File: src/rtl/ctrl_pipe_pkg.sv
// ctrl_pipe_pkg: shared definitions for the control-bundle pipeline.
//   CTRL_W      width of one decoded control word
//   *_LSB/_MSB  bit offsets of each control field inside the word
//   ctrl_t      packed view of the control word (MSB first)
//   CTRL_NOP    all-zero control word, used for bubbles and squashed stages
package ctrl_pipe_pkg;

  localparam int CTRL_W    = 9;
  localparam int ALUOP_LSB = 0;
  localparam int ALUOP_MSB = 2;
  localparam int BRANCH    = 3;
  localparam int MEMWRITE  = 4;
  localparam int REGWRITE  = 5;
  localparam int MEMTOREG  = 6;
  localparam int ALUSRC    = 7;
  localparam int MEMREAD   = 8;

  typedef struct packed {
    logic       mem_read;
    logic       alu_src;
    logic       mem_to_reg;
    logic       reg_write;
    logic       mem_write;
    logic       branch;
    logic [2:0] alu_op;
  } ctrl_t;

  localparam ctrl_t CTRL_NOP = '0;

endpackage

File: src/rtl/ctrl_pipe_bubble_if.sv
// ctrl_pipe_bubble_if: bundle of the pipeline's data and control signals.
//   Decode side (master drives): ctrl_in, valid_in, bubble, flush, hold.
//   Pipeline side (slave drives): ctrl_out (stage k at [k*CTRL_W +: CTRL_W]),
//   valid_out, flush_pend, bubble_cnt, flush_cnt.
// There is no ready/valid handshake: valid_in qualifies ctrl_in on every edge
// where the pipe is not held, and hold is a global freeze, not backpressure.
interface ctrl_pipe_bubble_if
  import ctrl_pipe_pkg::*;
#(
  parameter int STAGES = 3,
  parameter int CNT_W  = 16
);
  logic [CTRL_W-1:0]        ctrl_in;
  logic                     valid_in;
  logic                     bubble;
  logic                     flush;
  logic                     hold;
  logic [STAGES*CTRL_W-1:0] ctrl_out;
  logic [STAGES-1:0]        valid_out;
  logic                     flush_pend;
  logic [CNT_W-1:0]         bubble_cnt;
  logic [CNT_W-1:0]         flush_cnt;

  modport master (
    output ctrl_in, valid_in, bubble, flush, hold,
    input  ctrl_out, valid_out, flush_pend, bubble_cnt, flush_cnt
  );

  modport slave (
    input  ctrl_in, valid_in, bubble, flush, hold,
    output ctrl_out, valid_out, flush_pend, bubble_cnt, flush_cnt
  );
endinterface

File: src/rtl/ctrl_pipe_stage.sv
// ctrl_pipe_stage: one pipeline register holding {valid, ctrl}.
//   clk, reset  rising-edge clock, synchronous active-high reset
//   hold        keep current contents
//   zero_load   load all zeros (bubble / squash); ignored while hold=1
//   d           next contents when neither hold nor zero_load
//   q           registered contents
module ctrl_pipe_stage
  import ctrl_pipe_pkg::*;
#(
  parameter int W = CTRL_W + 1
) (
  input  logic         clk,
  input  logic         reset,
  input  logic         hold,
  input  logic         zero_load,
  input  logic [W-1:0] d,
  output logic [W-1:0] q
);

  logic [W-1:0] q_q;
  logic [W-1:0] q_d;

  always_comb begin
    q_d = q_q;
    if (!hold) begin
      q_d = zero_load ? '0 : d;
    end
  end

  always_ff @(posedge clk) begin
    if (reset) q_q <= '0;
    else       q_q <= q_d;
  end

  assign q = q_q;

endmodule

File: src/rtl/ctrl_pipe_bubble.sv
// ctrl_pipe_bubble: control-bundle pipeline with bubble injection, flush
// squashing and global hold.
//   clk, reset  rising-edge clock, synchronous active-high reset
//   bus         ctrl_pipe_bubble_if.slave (see interface header for signals)
// Per-edge priority: reset > hold > flush (incl. pending) > bubble > shift.
// A flush seen during hold is remembered in flush_pend (exposed on the bus as
// the block's only control state) and applied on the first unheld edge.
// Optional statistics counters are built only when CTRL_PIPE_STATS_EN is
// defined; otherwise bubble_cnt/flush_cnt are constant zero.
module ctrl_pipe_bubble
  import ctrl_pipe_pkg::*;
#(
  parameter int STAGES      = 3,
  parameter int FLUSH_DEPTH = 2,
  parameter int CNT_W       = 16
) (
  input  logic               clk,
  input  logic               reset,
  ctrl_pipe_bubble_if.slave  bus
);

  localparam int SW = CTRL_W + 1;  // {valid, ctrl}

  logic              flush_pend_q;
  logic              flush_pend_d;
  logic              flush_go;
  logic              bubble_go;
  ctrl_t             ctrl0;
  logic [SW-1:0]     stage_q [STAGES];

  // Flush wins over bubble; both are suppressed by hold.
  assign flush_go  = !bus.hold && (bus.flush || flush_pend_q);
  assign bubble_go = !bus.hold && !flush_go && bus.bubble;

  always_comb begin
    flush_pend_d = flush_pend_q;
    if (bus.hold && bus.flush) flush_pend_d = 1'b1;
    else if (flush_go)         flush_pend_d = 1'b0;
  end

  always_ff @(posedge clk) begin
    if (reset) flush_pend_q <= 1'b0;
    else       flush_pend_q <= flush_pend_d;
  end

  // An invalid instruction enters as NOP so that valid=0 always means ctrl=0.
  assign ctrl0 = bus.valid_in ? ctrl_t'(bus.ctrl_in) : CTRL_NOP;

  for (genvar k = 0; k < STAGES; k++) begin : g_stage
    logic [SW-1:0] d;
    logic          zero_load;

    if (k == 0) begin : g_head
      assign d         = {bus.valid_in, ctrl0};
      assign zero_load = flush_go || bubble_go;
    end else begin : g_body
      assign d = stage_q[k-1];
      if (k < FLUSH_DEPTH) begin : g_squash
        assign zero_load = flush_go;
      end else begin : g_keep
        assign zero_load = 1'b0;
      end
    end

    ctrl_pipe_stage #(.W(SW)) u_stage (
      .clk       (clk),
      .reset     (reset),
      .hold      (bus.hold),
      .zero_load (zero_load),
      .d         (d),
      .q         (stage_q[k])
    );
  end

  logic [STAGES*CTRL_W-1:0] ctrl_out_w;
  logic [STAGES-1:0]        valid_out_w;

  always_comb begin
    ctrl_out_w  = '0;
    valid_out_w = '0;
    for (int k = 0; k < STAGES; k++) begin
      ctrl_out_w[k*CTRL_W +: CTRL_W] = stage_q[k][CTRL_W-1:0];
      valid_out_w[k]                 = stage_q[k][CTRL_W];
    end
  end

  assign bus.ctrl_out   = ctrl_out_w;
  assign bus.valid_out  = valid_out_w;
  assign bus.flush_pend = flush_pend_q;

`ifdef CTRL_PIPE_STATS_EN
  logic [CNT_W-1:0] bubble_cnt_q;
  logic [CNT_W-1:0] bubble_cnt_d;
  logic [CNT_W-1:0] flush_cnt_q;
  logic [CNT_W-1:0] flush_cnt_d;

  // Saturating increments: stop at all-ones.
  always_comb begin
    bubble_cnt_d = bubble_cnt_q;
    flush_cnt_d  = flush_cnt_q;
    if (bubble_go && (bubble_cnt_q != {CNT_W{1'b1}})) bubble_cnt_d = bubble_cnt_q + 1'b1;
    if (flush_go  && (flush_cnt_q  != {CNT_W{1'b1}})) flush_cnt_d  = flush_cnt_q + 1'b1;
  end

  always_ff @(posedge clk) begin
    if (reset) begin
      bubble_cnt_q <= '0;
      flush_cnt_q  <= '0;
    end else begin
      bubble_cnt_q <= bubble_cnt_d;
      flush_cnt_q  <= flush_cnt_d;
    end
  end

  assign bus.bubble_cnt = bubble_cnt_q;
  assign bus.flush_cnt  = flush_cnt_q;
`else
  assign bus.bubble_cnt = {CNT_W{1'b0}};
  assign bus.flush_cnt  = {CNT_W{1'b0}};
`endif

endmodule

File: src/flat_wrapper.sv
// flat-port wrapper written by rule: the top's interface ports become plain ports
module ctrl_pipe_bubble_flat import ctrl_pipe_pkg::*;
#(
  parameter int STAGES      = 3,
  parameter int FLUSH_DEPTH = 2,
  parameter int CNT_W       = 16
)
  (clk, reset, bus_ctrl_in, bus_valid_in, bus_bubble, bus_flush, bus_hold, bus_ctrl_out, bus_valid_out, bus_flush_pend, bus_bubble_cnt, bus_flush_cnt);
  ctrl_pipe_bubble_if #(.STAGES(STAGES), .CNT_W(CNT_W)) bus_i ();
  input  logic clk;
  input  logic reset;
  input wire logic [$bits(bus_i.ctrl_in)-1:0] bus_ctrl_in;
  input wire logic [$bits(bus_i.valid_in)-1:0] bus_valid_in;
  input wire logic [$bits(bus_i.bubble)-1:0] bus_bubble;
  input wire logic [$bits(bus_i.flush)-1:0] bus_flush;
  input wire logic [$bits(bus_i.hold)-1:0] bus_hold;
  output wire logic [$bits(bus_i.ctrl_out)-1:0] bus_ctrl_out;
  output wire logic [$bits(bus_i.valid_out)-1:0] bus_valid_out;
  output wire logic [$bits(bus_i.flush_pend)-1:0] bus_flush_pend;
  output wire logic [$bits(bus_i.bubble_cnt)-1:0] bus_bubble_cnt;
  output wire logic [$bits(bus_i.flush_cnt)-1:0] bus_flush_cnt;
  assign bus_i.ctrl_in = bus_ctrl_in;
  assign bus_i.valid_in = bus_valid_in;
  assign bus_i.bubble = bus_bubble;
  assign bus_i.flush = bus_flush;
  assign bus_i.hold = bus_hold;
  assign bus_ctrl_out = bus_i.ctrl_out;
  assign bus_valid_out = bus_i.valid_out;
  assign bus_flush_pend = bus_i.flush_pend;
  assign bus_bubble_cnt = bus_i.bubble_cnt;
  assign bus_flush_cnt = bus_i.flush_cnt;
  ctrl_pipe_bubble #(.STAGES(STAGES), .FLUSH_DEPTH(FLUSH_DEPTH), .CNT_W(CNT_W)) u_core (.clk(clk), .reset(reset), .bus(bus_i));
endmodule
File: config.mk
export PLATFORM = sky130hd
export DESIGN_NAME = ctrl_pipe_bubble_flat
export DESIGN_NICKNAME = d
export VERILOG_FILES = /design/src/rtl/ctrl_pipe_pkg.sv /design/src/rtl/ctrl_pipe_bubble_if.sv /design/src/rtl/ctrl_pipe_stage.sv /design/src/rtl/ctrl_pipe_bubble.sv /design/src/flat_wrapper.sv
export SDC_FILE = /design/constraint.sdc
export NUM_CORES = 1
export LEC_CHECK = 0
export CAP_MARGIN = 10
export CORE_MARGIN = 2
export CORE_UTILIZATION = 45
export DETAILED_ROUTE_END_ITERATION = 8
export PLACE_DENSITY = 0.86
export SYNTH_ARGS = -nofsm -noshare
export SYNTH_HDL_FRONTEND = slang
export SYNTH_HIERARCHICAL = 1
export SYNTH_SLANG_ARGS = --single-unit
File: constraint.sdc
create_clock -name clk -period 1.76 [get_ports clk]
set_input_delay 0.264 -clock clk [delete_from_list [all_inputs] [get_ports clk]]
set_output_delay 0.264 -clock clk [all_outputs]
set_load 0.1 [all_outputs]
==> impl_metrics.ini, run 1 <==
[logic_synthesis]
ys_types = 15
netlist_area_um2 = 1730
yosysTopAreaCellShare = 0.359
yosysWarnings = 6
yosysTopAreaCell = dfxtp_1
syn_avg_cell_area_um2 = 9.44
syn_inst = 183
ys_seq_elements = 31
synth_seq_area_share = 0.359
synthTopCellsByArea = dfxtp_1, o22ai_2, buf_4

[floorplanning]
placeableCoreArea_um2 = 3690
die_h_um = 65.9
start_util = 0.468
die_x_um = 65.9
rows = 22
die-area_um2 = 4350
ioPinCount = 78

[route]
ant_nets = 0
route.detailed.drc = 0
vias = 1229
wl_per_cell_um = 10.4
drtIter0Drc = 29
vias_per_cell = 4.39
wirelength_um = 2920
drtPass1Iterations = 4

[layout]
final_layout_size_suffix_gt1_frac = 0.336
final_common_cell = conb_1
layout_common_cells = conb_1, dfxtp_1, nand2_1, nand2b_1, o22ai_2
syn2layout_area_growth_pct = 38.1
final_nets = 246
antennaDiodeCount = 0

[global_routing]
grt_max_degree = 59
overflow = 0
antenna_found_initial = 0
grt_pass1_wl_um = 4800
grt_pass1_vias = 1079
grtUsageTotal = 0.146

[clocking]
cts_setup_buffers = 0
htreeDepth = 2
cts.path.max_buffers = 2
clk_pin_slew_ns = 0.06
clkSinkCount = 31
root_buffer = clkbuf_8
cts_hold_buf = 0
cts_tree = built
cts_buffers = 5
ctsResizeCount = 0
insertion_delay_ns = 0.28

[pwr]
power.density_nw_per_um2 = 848
seqPwrFrac = 0.360
leakagePower_nw = 0.900
pwr-share-comb = 0.286
p_int_mw = 1.29
p_sw_mw = 0.732
pwr-share-clk = 0.353
vdd_drop_max_mv = 0.773
sw_frac_of_total = 0.362

[timing]
skew_ns = 0.00222
period_share = 0.782
finalHoldViolCount = 0
holdWs_ns = 0.439
maxSlewViolCount = 0
finalSetupTns_ns = 0
setup_viol = 0
min_period_ns = 1.38
fmax_mhz = 727
grt_setup_unrepaired = false

[critical_path]
worstPathCellList = clkdlybuf4s50_1 > buf_4 > or2_1 > o22ai_2
crit_slowest_cell = clkdlybuf4s50_1
cp_num_cells = 4
rrSetupSlack_ns = 0.55
cp-start-kind = input pin
cpPeakStageDelay_ns = 0.56
critPathBufInv = 2
worstPathArrival_ns = 1.52
path_class = in -> reg
r2r_cells = 4
critPathTopFamily = buffers and inverters
critPathCaptureType = flop
worstPathRequired_ns = 1.91
path_max_fanout = 9

[placement]
port_buffers = 45
place_hpwl_um = 2070
gp_congestion = 0.698

[run_status]
status = finished clean

[worst_hold_path]
hold_class = in -> reg
hold_depth = 3

[flow_run]
drv_cap = 0
[path summary, 6_finish.rpt]
kind / start / end
hold reg to reg: u_core/g_stage[2].u_stage/q[8] / u_core/g_stage[2].u_stage/q[8]
hold / removal: reset / u_core/g_stage[1].u_stage/q[8]
setup / recovery: bus_hold / u_core/g_stage[2].u_stage/q[7]
setup reg to reg: u_core/bus.flush_pend / u_core/g_stage[0].u_stage/q[8]
[synth_stat cells (all sizes together)]
library cell,count
a21oi,3
and2,9
conb,1
o22ai,27
or3b,3
nor3,1
buf,44
dfxtp,31
nand2b,27
nor2,3
nor3b,1
or2,3
nand2,30
[metrics by stage]
step / utilization / worst slack (ns) / std cells / total power, mW / cell area (um2)
after global routing: 0.647 / 0.323 / 280 / 2.09 / 2380
after floorplan: - / 0.0635 / 216 / 1.28 / 1850
after global placement: 0.615 / 0.124 / 272 / 1.32 / 2270
after detailed placement: 0.615 / 0.0890 / 272 / 1.32 / 2270
after CTS: 0.647 / 0.391 / 280 / 2.04 / 2380
final: 0.647 / 0.384 / 280 / 2.02 / 2380
[metal layers]
layer / GRT usage / wire length (um) / vias to the layer above
met5: 0 / 0 / -
met4: 0.0689 / 34 / 0
met3: 0.0528 / 210 / 2
met2: 0.235 / 1460 / 46
met1: 0.173 / 1220 / 544
li1: - / - / 637
[cell families after synthesis]
family	share of synthesized area
flops	0.359
compound gates	0.211
buf+inv	0.189
other cells	0.00217
simple gates	0.238
[power by group through the flow]
stage / Sequential [mW] / Clock (mW) / Combinational [mW]
floorplan: 0.822 / 0 / 0.459
global placement: 0.744 / 0 / 0.577
detailed placement: 0.744 / 0 / 0.579
CTS: 0.729 / 0.734 / 0.579
global route: 0.730 / 0.765 / 0.599
finish: 0.729 / 0.715 / 0.579
[sequential cells by signal, indices dropped and copies added, names as in the netlist]
| name | cells |
|---|---|
| u_core/bus.flush_pend | 1 |
| u_core/g_stage.u_stage/q | 30 |
[worst min-delay path: stages]
cell and delay (ns):
buf_2 0.11, buf_12 0.26, a21oi_2 0.04
[layout make-up]
class / count / area, um2
multi-input cells: 141 / 903
clock buffers: 6 / 82.6
repair buffers: 52 / 683
clock inverters: 2 / 35.0
flip-flops and latches: 31 / 621
well taps: 48 / 60.1
fillers: 311 / 1300
No activity file was read; power rests on OpenSTA's default activity.
==> run 2, diff against run 1 <==
Settings changed: CORE_UTILIZATION 45 to 42, PLACE_DENSITY 0.86 to 0.81.
Clock period 1.76 ns to 1.3 ns, I/O delays scaled along.
==> impl_metrics.ini, run 2 (synthesized netlist as in run 1, its figures left out) <==
[critical_path]
path_max_fanout = 9
critPathTopFamily = simple AND/OR/NAND/NOR gates
worstPathCellList = nor3_2 > nor2_1 > or2_1 > buf_12 > o22ai_2
worstPathArrival_ns = 1.40
critPathBufInv = 1
rrSetupSlack_ns = 0.12
cpPeakStageDelay_ns = 0.36
crit_slowest_cell = dfxtp_4
rr_endpoint = u_core/g_stage[0].u_stage/q[7]
critPathCaptureType = flop
r2r-start = u_core/bus.flush_pend
r2r_cells = 5
worstPathRequired_ns = 1.52
path_class = reg -> reg
cp_num_cells = 5
cp-start-kind = flop

[worst_hold_path]
min_from = reset
hold_class = in -> reg
hold_depth = 2
whs_endpoint = u_core/g_stage[0].u_stage/q[8]

[floorplanning]
ioPinCount = 78
placeableCoreArea_um2 = 3970
die_h_um = 68.1
start_util = 0.435
die_x_um = 68.1
die-area_um2 = 4640
rows = 23

[flow_run]
drv_cap = 0

[layout]
final_layout_size_suffix_gt1_frac = 0.430
post-route-util = 0.651
ff_latch_area_um2 = 648
multi_input_area_um2 = 911
final_nets = 249
num-fill-cells = 323
layout_common_cells = buf_12, conb_1, nand2_1, nand2b_1, o22ai_2
syn2layout_area_growth_pct = 49.8
antennaDiodeCount = 0
largest_register_ff_count = 30
final_common_cell = buf_12

[timing]
grt_setup_unrepaired = false
setup_viol = 0
setup_ws_ns = 0.117
maxSlewViolCount = 0
finalSetupTns_ns = 0
fmax_mhz = 845
min_period_ns = 1.18
period_share = 0.910
skew_ns = 0.00187
finalHoldViolCount = 0

[route]
wl_met3_um = 180
wirelength_um = 3010
vias = 1221
dr.max_layer_used = met4
wl_per_cell_um = 10.6
route.detailed.drc = 0
drtPass1Iterations = 4
vias_per_cell = 4.28
drtIter0Drc = 39
ant_nets = 0
drt-met1-wl_um = 1280
wl_met2_um = 1480

[global_routing]
overflow = 0
grt_pass1_wl_um = 4820
antenna_found_initial = 0
grtUsageTotal = 0.141
grt_pass1_vias = 1066
grt_max_degree = 29

[clocking]
insertion_delay_ns = 0.28
cts_tree = built
clkSinkCount = 31
cts_buffers = 5
root_buffer = clkbuf_8
cts.path.max_buffers = 2
clk_pin_slew_ns = 0.06
htreeDepth = 2

[pwr]
power.density_nw_per_um2 = 979
leakagePower_nw = 0.962
vdd_drop_max_mv = 0.709

[placement]
port_buffers = 45
place_hpwl_um = 2300
gp_congestion = 0.675
place_ws_ns = -0.360

[run_status]
status = finished clean
==> run 2: changes by cell type in the layout (fill, tap and decap cells not counted) <==
cell,change
buf_12,+14
buf_4,-11
bufinv_16,-1
clkbuf_1,+2
clkbuf_8,-1
clkdlybuf4s50_1,-1
dfxtp_1,-20
dfxtp_2,+19
dfxtp_4,+1
dlymetal6s2s_1,+1
nor3_1,-1
nor3_2,+1
or2_1,-1
or2_4,+1
==> run 2: cell type report <==
| cell class | instances | area share |
|---|---|---|
| flip-flops and latches | 31 | 0.251 |
| clock inverters | 1 | 0.00194 |
| well taps | 50 | 0.0242 |
| repair buffers | 55 | 0.342 |
| clock buffers | 7 | 0.0295 |
| multi-input cells | 141 | 0.352 |
==> run 2: worst register-to-register path, delay by kind of cell (launching register included) <==
family | cells | cell delay (ns)
and+or+nand+nor | 3 | 0.51
DFF | 1 | 0.36
buffers and inverters | 1 | 0.15
AOI/OAI and AO/OA | 1 | 0.10
==> run 2: layer usage <==
layer | vias up | track usage
met1 | 535 | 0.170
met2 | 43 | 0.221
met4 | 0 | 0.0825
li1 | 636 | -
met3 | 7 | 0.0411
met5 | - | 0
==> run 2: repair_timing <==
| item | CTS | global route |
|---|---|---|
| hold buffers | 0 | 0 |
| endpoints found under the setup margin | 9 | 5 |
| resized for setup | 1 | 2 |
| cloned | 0 | 0 |
| setup buffers | 0 | 0 |
| endpoints found under the hold margin | 0 | 0 |
==> run 2: where the power goes <==
part | switching (mW) | internal, mW | leakage, nW
sequential | 0.0212 | 0.968 | 0.261
combinational | 0.628 | 0.188 | 0.659
clock | 0.352 | 0.375 | 0.0422
total | 1.00 | 1.53 | 0.962
==> run 2: how the worst max path moves through the flow <==
stage	from	end	slack [ns]
5_1_grt	u_core/bus.flush_pend	u_core/g_stage[0].u_stage/q[8]	0.04
3_5_place_dp	bus_hold	u_core/g_stage[2].u_stage/q[7]	-0.36
3_3_place_gp	bus_hold	u_core/g_stage[2].u_stage/q[7]	-0.32
2_1_floorplan	u_core/g_stage[1].u_stage/q[7]	u_core/g_stage[1].u_stage/q[7]	-0.009
4_1_cts	bus_hold	u_core/g_stage[2].u_stage/q[8]	0.05
6_report	u_core/bus.flush_pend	u_core/g_stage[0].u_stage/q[7]	0.12
==> run 2: through the flow <==
step	cells	power [mW]	hold slack, ns	instance area [um2]
finish	285	2.53	0.213	2590
CTS	285	2.55	0.211	2580
floorplan	216	1.74	0.255	1880
global placement	277	1.82	0.482	2490
detailed placement	277	1.82	0.487	2490
global route	285	2.62	0.219	2590
==> run 3, diff against run 2 <==
--- a/config.mk
+++ b/config.mk
@@ -9,4 +9,5 @@
 export CORE_MARGIN = 2
 export CORE_UTILIZATION = 42
+export CTS_CLUSTER_SIZE = 25
 export DETAILED_ROUTE_END_ITERATION = 8
 export PLACE_DENSITY = 0.81
==> constraint.sdc (replaced) <==
create_clock -name clk -period 1.3 [get_ports clk]
set_input_delay 0.195 -clock clk [delete_from_list [all_inputs] [get_ports clk]]
set_output_delay 0.195 -clock clk [all_outputs]
set_load 0.005 [all_outputs]
==> impl_metrics.ini, run 3 (synthesized netlist as in run 1, its figures left out) <==
[run_status]
status = finished clean

[layout]
largest_register_ff_count = 30
syn2layout_area_growth_pct = 29.4
final_common_cell = conb_1
ff_latch_area_um2 = 636
layout_common_cells = conb_1, dlygate4sd2_1, nand2_1, nand2b_1, o22ai_2
final_nets = 252
multi_input_area_um2 = 906
stdcell_area_um2 = 2230
final_layout_size_suffix_gt1_frac = 0.267
antennaDiodeCount = 0
num-fill-cells = 372

[critical_path]
cpPeakStageDelay_ns = 0.51
crit_slowest_cell = clkdlybuf4s50_1
crit_start = bus_hold
cp_num_cells = 4
r2r-start = u_core/bus.flush_pend
critPathBufInv = 2
worstPathArrival_ns = 1.43
worstPathRequired_ns = 1.51
critPathTopFamily = buffers and inverters
worstPathCellList = clkdlybuf4s50_1 > buf_4 > or3b_1 > a21oi_2
path_class = in -> reg
path_max_fanout = 8
critPathCaptureType = flop
r2r_cells = 5
cp-start-kind = input pin

[placement]
place_hpwl_um = 2400
port_buffers = 45
place_area_um2 = 2170
gp_congestion = 0.726
place_ws_ns = -0.324

[clocking]
htreeDepth = 2
cts_tree = built
insertion_delay_ns = 0.27
clk_pin_slew_ns = 0.06
root_buffer = clkbuf_8
cts_buffers = 5
clkSinkCount = 31
cts.path.max_buffers = 2

[route]
drtPass1Iterations = 4
vias_per_cell = 4.29
wirelength_um = 3060
drtIter0Drc = 20
ant_nets = 0
vias = 1226
wl_per_cell_um = 10.7
route.detailed.drc = 0

[pwr]
power.density_nw_per_um2 = 862
leakagePower_nw = 0.968
vdd_drop_max_mv = 0.704

[global_routing]
overflow = 0
grt_max_degree = 21
grt_pass1_wl_um = 5010
grt_pass1_vias = 1082
grtUsageTotal = 0.149
antenna_found_initial = 0

[timing]
maxSlewViolCount = 0
fmax_mhz = 820
setup_ws_ns = 0.0812
period_share = 0.938
grt_setup_unrepaired = false
setup_viol = 0
finalSetupTns_ns = 0
skew_ns = 0.00351
min_period_ns = 1.22
finalHoldViolCount = 0

[floorplanning]
placeableCoreArea_um2 = 3970
rows = 23
die-area_um2 = 4640
die_x_um = 68.1
die_h_um = 68.1
ioPinCount = 78
start_util = 0.435

[flow_run]
drv_cap = 0

[worst_hold_path]
hold_class = in -> reg
min_from = reset
hold_depth = 2
run 3: changes by cell type in the layout (fill, tap and decap cells not counted), moves of 3 or more:
cell / delta
buf_12: -31
buf_4: +3
dfxtp_1: +8
dfxtp_2: -7
dlygate4sd2_1: +30
run 3: final cells by class:
class,instances,share of cell area
timing repair buffer,58,0.250
tap,50,0.0280
clock buffer,6,0.0325
multi-input combinational,141,0.405
sequential,31,0.284
run 3: power by group:
part | switching, mW | internal, mW
clock | 0.308 | 0.355
combinational | 0.136 | 0.147
sequential | 0.0111 | 0.968
total | 0.455 | 1.47
run 3: what timing repair did:
action	CTS	global route
resized for setup	43	1
setup endpoints to repair	32	1
buffers inserted	1	0
cloned	0	0
hold buffers	0	0
run 3: path summary, 6_finish.rpt:
| path | end | slack, ns |
|---|---|---|
| worst max-delay path | u_core/g_stage[2].u_stage/q[8] | 0.08 |
| worst min-delay path | u_core/g_stage[0].u_stage/q[5] | 0.36 |
| worst max register to register | u_core/g_stage[0].u_stage/q[7] | 0.15 |
| worst min register to register | u_core/g_stage[2].u_stage/q[8] | 0.47 |
run 3: layer usage:
metal,share of wire,global-route usage,up-vias
met3,0.059,0.0493,2
li1,-,-,640
met2,0.53,0.255,41
met5,0,0,-
met4,0.013,0.0825,0
met1,0.40,0.162,543
run 3: worst reg2reg max path: stages, from the launching register on:
cell     delay [ns]
dfxtp_2        0.32
nor3_1         0.19
nor2_1         0.07
or2_1          0.25
buf_12         0.16
o22ai_2        0.10
run 3: per-stage QoR:
step	power (mW)	cells	hold slack, ns	util
2_1_floorplan	1.24	216	0.265	-
3_3_place_gp	1.29	279	0.457	0.547
3_5_place_dp	1.29	279	0.469	0.547
4_1_cts	1.96	286	0.353	0.562
5_1_grt	2.03	286	0.378	0.563
6_report	1.93	286	0.365	0.563
